--- config.mk ---
export PLATFORM = sky130hd
export DESIGN_NAME = icu_wide
export DESIGN_NICKNAME = d
export VERILOG_FILES = /design/src/rtl/icu_wide.sv
export SDC_FILE = /design/constraint.sdc
export NUM_CORES = 1
export LEC_CHECK = 0
export CAP_MARGIN = 20
export CORE_MARGIN = 2
export CORE_UTILIZATION = 50
export CTS_CLUSTER_DIAMETER = 80
export DETAILED_ROUTE_END_ITERATION = 10
export GPL_TIMING_DRIVEN = 0
export PLACE_DENSITY = 0.85
export SLEW_MARGIN = 25
export SYNTH_ARGS = -nofsm -noshare
export SYNTH_HDL_FRONTEND = slang
export SYNTH_SLANG_ARGS = --single-unit
--- constraint.sdc ---
create_clock -name clk -period 2.4 [get_ports clk]
set_input_delay 0.48 -clock clk [delete_from_list [all_inputs] [get_ports clk]]
set_output_delay 0.48 -clock clk [all_outputs]
set_load 0.01 [all_outputs]
--- src/rtl/icu_wide.sv ---
// ---------------------------------------------------------------------------
// icu_wide
// Clocked, WIDTH-lane successor of the MC14500B industrial control unit.
// Executes the 16-opcode instruction_t set on a bitwise datapath with
// per-lane input/output enables. It owns its program counter and a
// hardware return stack, so JMP/RTN are resolved internally.
//
// Ports
//   clk, rst_n     clock (rising edge), asynchronous active-low reset
//   pc             address of the instruction expected on instr_*
//   instr_valid    instr_op / instr_target / data_in valid for pc
//   instr_ready    instruction accepted this cycle (low only while a
//                  store beat is blocked by the sink)
//   instr_op       opcode (instruction_t)
//   instr_target   JMP destination
//   data_in        operand, sampled with the accepted instruction
//   out_valid      store beat pending
//   out_ready      sink accepts the store beat
//   data_out       stored value
//   write_en       per-lane write strobe of the pending beat
//   rr_out         result register
//   flag_o/flag_f  one-cycle pulse on an executed NOPO / NOPF
//   err_ovf/unf    sticky return-stack overflow / underflow
// ---------------------------------------------------------------------------
package instructions;
   typedef enum logic [3:0] {
      NOPO = 4'h0,
      LD   = 4'h1,
      LDC  = 4'h2,
      AND  = 4'h3,
      ANDC = 4'h4,
      OR   = 4'h5,
      ORC  = 4'h6,
      XNOR = 4'h7,
      STO  = 4'h8,
      STOC = 4'h9,
      IEN  = 4'hA,
      OEN  = 4'hB,
      JMP  = 4'hC,
      RTN  = 4'hD,
      SKZ  = 4'hE,
      NOPF = 4'hF
   } instruction_t;
endpackage

module icu_wide
   import instructions::*;
#(
   parameter int unsigned WIDTH       = 8,
   parameter int unsigned ADDR_W      = 8,
   parameter int unsigned STACK_DEPTH = 4
) (
   input  logic              clk,
   input  logic              rst_n,
   output logic [ADDR_W-1:0] pc,
   input  logic              instr_valid,
   output logic              instr_ready,
   input  instruction_t      instr_op,
   input  logic [ADDR_W-1:0] instr_target,
   input  logic [WIDTH-1:0]  data_in,
   output logic              out_valid,
   input  logic              out_ready,
   output logic [WIDTH-1:0]  data_out,
   output logic [WIDTH-1:0]  write_en,
   output logic [WIDTH-1:0]  rr_out,
   output logic              flag_o,
   output logic              flag_f,
   output logic              err_ovf,
   output logic              err_unf
);

   // Stack pointer counts occupied entries: 0 (empty) .. STACK_DEPTH (full).
   localparam int unsigned SP_W = $clog2(STACK_DEPTH + 1);

   logic [WIDTH-1:0]  rr;
   logic [WIDTH-1:0]  ien;
   logic [WIDTH-1:0]  oen;
   logic              skip;
   logic [SP_W-1:0]   sp;
   logic [ADDR_W-1:0] stack_mem [STACK_DEPTH];

   logic [WIDTH-1:0]  mask;
   logic [ADDR_W-1:0] pc_inc;
   logic [ADDR_W-1:0] stack_top;
   logic              stack_full;
   logic              stack_empty;
   logic              accept;
   logic              exec;
   logic              push;
   logic              pop;

   assign rr_out = rr;

   always_comb begin
      instr_ready = ~(out_valid & ~out_ready);
      accept      = instr_valid & instr_ready;
      exec        = accept & ~skip;
      mask        = data_in & ien;
      pc_inc      = pc + ADDR_W'(1);
      stack_full  = (sp == SP_W'(STACK_DEPTH));
      stack_empty = (sp == '0);
      push        = exec & (instr_op == JMP) & ~stack_full;
      pop         = exec & (instr_op == RTN) & ~stack_empty;
      // Loop mux keeps the array index free of pointer-width mismatches
      // for any STACK_DEPTH.
      stack_top   = '0;
      for (int unsigned i = 0; i < STACK_DEPTH; i++) begin
         if (sp == SP_W'(i + 1)) stack_top = stack_mem[i];
      end
   end

   // Return-address storage; contents are meaningless until pushed, so
   // no reset is needed here.
   always_ff @(posedge clk) begin
      for (int unsigned i = 0; i < STACK_DEPTH; i++) begin
         if (push && sp == SP_W'(i)) stack_mem[i] <= pc_inc;
      end
   end

   always_ff @(posedge clk or negedge rst_n) begin
      if (!rst_n) begin
         pc        <= '0;
         rr        <= '0;
         ien       <= '0;
         oen       <= '0;
         skip      <= 1'b0;
         sp        <= '0;
         data_out  <= '0;
         write_en  <= '0;
         out_valid <= 1'b0;
         flag_o    <= 1'b0;
         flag_f    <= 1'b0;
         err_ovf   <= 1'b0;
         err_unf   <= 1'b0;
      end else begin
         flag_o <= 1'b0;
         flag_f <= 1'b0;

         // Completion first; a store accepted in the same cycle overrides it
         // below so back-to-back beats keep out_valid high.
         if (out_valid && out_ready) out_valid <= 1'b0;

         if (accept) begin
            if (skip) begin
               skip <= 1'b0;
               pc   <= pc_inc;
            end else begin
               pc <= pc_inc;
               case (instr_op)
                  LD:   rr <= mask;
                  LDC:  rr <= ~mask;
                  AND:  rr <= rr & mask;
                  ANDC: rr <= rr & ~mask;
                  OR:   rr <= rr | mask;
                  ORC:  rr <= rr | ~mask;
                  XNOR: rr <= rr ^ ~mask;
                  IEN:  ien <= data_in;
                  OEN:  oen <= mask;
                  STO, STOC: begin
                     data_out <= (instr_op == STO) ? rr : ~rr;
                     write_en <= oen;
                     if (oen != '0) out_valid <= 1'b1;
                  end
                  SKZ:  skip <= (rr == '0);
                  NOPO: flag_o <= 1'b1;
                  NOPF: flag_f <= 1'b1;
                  JMP: begin
                     pc <= instr_target;
                     if (push) sp <= sp + SP_W'(1);
                     else      err_ovf <= 1'b1;
                  end
                  RTN: begin
                     if (pop) begin
                        pc   <= stack_top;
                        sp   <= sp - SP_W'(1);
                        skip <= 1'b1;
                     end else begin
                        err_unf <= 1'b1;
                     end
                  end
                  default: ;
               endcase
            end
         end
      end
   end

endmodule

==> qor.csv, run 1 <==
metric,value,unit
run_status,"complete, but fails checks",
violations,negative setup slack,
clk_path_buf_depth,2,
power.total,4.80,mW
final_antenna_net_count,0,
final_cell_count_no_fill,588,
gp_congestion,0.872,
htree_num_levels,3,
fin_hold_ws,474,ps
worst_pin_slew,875,ps
nets,506,
path_max_fanout,10,
leakage,2.24,nW
postPlaceCellArea,5130,um^2
post_drt_wl_per_cell,19.3,um
fin_worst_skew,14.4,ps
vias,3654,
powerDensity,879,nW/um^2
cts_tree,yes,
clk_pin_slew_worst_paths,90,ps
die_area,9530,um^2
routed_via_density,6.21,
worstSetupPathType,in2reg,
yosys-top-cells-area,"dfrtp_1 (33%), edfxtp_1 (22%), o21ai_0 (5.1%)",
die_h,97.6,um
ys_seq_elements,89,
synth_ff_type,dfrtp_1,
hold_viol,0,
yosysTopAreaCell,dfrtp_1,
dp_hpwl,8060,um
yosysWarnings,0,
cp_slowest_cell,clkdlybuf4s50_1,
clock_sinks,89,
grt_pass1_wl,18100,um
cts-root-buf,clkbuf_8,
syn2layout_area_growth,24.6,%
layout-drive-gt1-share,0.133,
cp-start-kind,input port,
ir_drop,544,uV
setup_violations,1,
diodes,0,
syn_inst,400,
finalSetupTns,-23.4,ps
synth.top_cell.area_share,0.326,
min_period,2420,ps
synth_most_common_cell,dfrtp_1,
cp.arrival,2680,ps
wl,11300,um
max_cap_viol_count,0,
drc_errors,0,
syn_area,4380,um^2
required,2660,ps
core_area,8590,um^2
grt_max_degree,41,
fmax,0.413,GHz
fp-row-count,34,
slew_viol_final,0,
portBuffers,59,
fin_area,5460,um^2
initial_core_util,0.510,
worst_slack,-23.4,ps
final_util,0.635,
ys_top_cells_by_count,"dfrtp_1 (57), o21ai_0 (45), nand2_1 (44)",
slew_headroom,0.412,
io_pins,62,
worstPathCellList,"clkdlybuf4s50_1, buf_2, xnor2_1, a2111oi_0, o31a_1, o21ai_0, a22o_1",
yosys.cell_types.count,56,
hp-class,reg2reg,
die-width,97.6,um
period_share,1.01,
grt_usage,0.240,
clk-insertion-delay-late,380,ps
numCtsBuffers,9,
avgSynthCellArea,11.0,um^2
synth_edf_count,32,
antenna_found_initial,1,
ys_async_sr_fraction,0.640,
drt_iter0_drc,476,
placed_cells,568,
cp-end-kind,register,
synth_nets,431,
overflow,0,
seq_area_frac_synth,0.545,
worst_path_largest_cell_delay,590,ps
dpl_worst_slack,-976,ps
drtPass1Iterations,5,
grt_pass1_vias,3515,
[final cells by class]
| type | count | area (um^2) |
|---|---|---|
| Timing Repair Buffer | 64 | 666 |
| Sequential cell | 89 | 2390 |
| Multi-Input combinational cell | 276 | 1890 |
| Clock buffer | 10 | 128 |
| Clock inverter | 6 | 75.1 |
| Inverter | 15 | 61.3 |
| Tap cell | 108 | 135 |
| Fill cell | 634 | 3140 |
| Buffer | 20 | 116 |
[worst paths after layout]
kind                                      from                     to  slack [ps]  cells past startpoint
setup / recovery                   instr_op[1]  rr_out[2]$_DFFE_PN0P_         -20                      7
hold reg to reg            err_unf$_DFFE_PN0P_    err_unf$_DFFE_PN0P_         470                      1
hold / removal             err_unf$_DFFE_PN0P_    err_unf$_DFFE_PN0P_         470                      1
setup reg to reg              skip$_DFFE_PN0N_  rr_out[2]$_DFFE_PN0P_         130                      6
max in group asynchronous                rst_n     oen[4]$_DFFE_PN0P_        1390                      3
min in group asynchronous                rst_n      pc[6]$_DFFE_PN0N_         520                      2
[power breakdown]
group / total [mW] / internal (mW) / switching (mW)
clock network: 1.07 / 0.496 / 0.578
registers: 2.13 / 1.88 / 0.242
logic: 1.60 / 0.754 / 0.843
[flip-flops by register name (all words and copies together), names as in the netlist, 3 cells and up]
register,count
write_en,8
sp,3
oen,8
data_out,8
pc,8
stack_mem,32
ien,8
rr_out,8
[critical path, delay by kind of cell]
| kind | cells | cell delay [ps] |
|---|---|---|
| AOI/OAI and AO/OA | 4 | 1240 |
| xor gates and xnor gates | 1 | 110 |
| buffers and inverters | 2 | 860 |
[cells in the final DEF, fill, tap and decap left out, types with 9 or more instances in the layout]
cell type / count
a221o_1: 9
o21ai_0: 45
edfxtp_1: 32
nor2_1: 14
xor2_1: 13
inv_1: 14
dfrtp_1: 57
nand2_1: 43
a21oi_1: 21
clkdlybuf4s50_1: 58
nand3_1: 14
clkbuf_8: 9
mux2_2: 13
[metal layers]
metal,up-vias,global-route usage,share of wire
met1,1786,0.333,0.42
li1,1615,-,-
met4,2,0.0801,0.024
met5,-,0,0.0011
met3,36,0.0568,0.086
met2,215,0.375,0.47
[logic make-up (layout without fill, tap and decap cells)]
| family | Yosys count | after routing | synth area share |
|---|---|---|---|
| AO/OA/AOI/OAI | 119 | 119 | 0.178 |
| AND/OR/NAND/NOR | 115 | 115 | 0.136 |
| flip-flops | 89 | 89 | 0.545 |
| buffers and inverters | 35 | 115 | 0.0400 |
| XOR/XNOR | 19 | 19 | 0.0380 |
| multiplexers | 16 | 16 | 0.0437 |
| adder cells (fa/ha/maj) | 7 | 7 | 0.0200 |
[timing repair]
| action | 4_1_cts | 5_1_grt |
|---|---|---|
| hold buffers | 1 | 0 |
| endpoints found under the setup margin | 33 | 35 |
| hold endpoints to repair | 17 | 0 |
| gates resized for setup | 9 | 9 |
| setup buffers | 3 | 0 |
| pin swaps | 3 | 0 |
No activity file was read; power rests on OpenSTA's default activity.
==> run 2: changes to the inputs <==
- ABC_CLOCK_PERIOD_IN_PS: default -> 2400
==> results of run 2 <==
Final layout, timing and power as in run 1 (identical DEF).
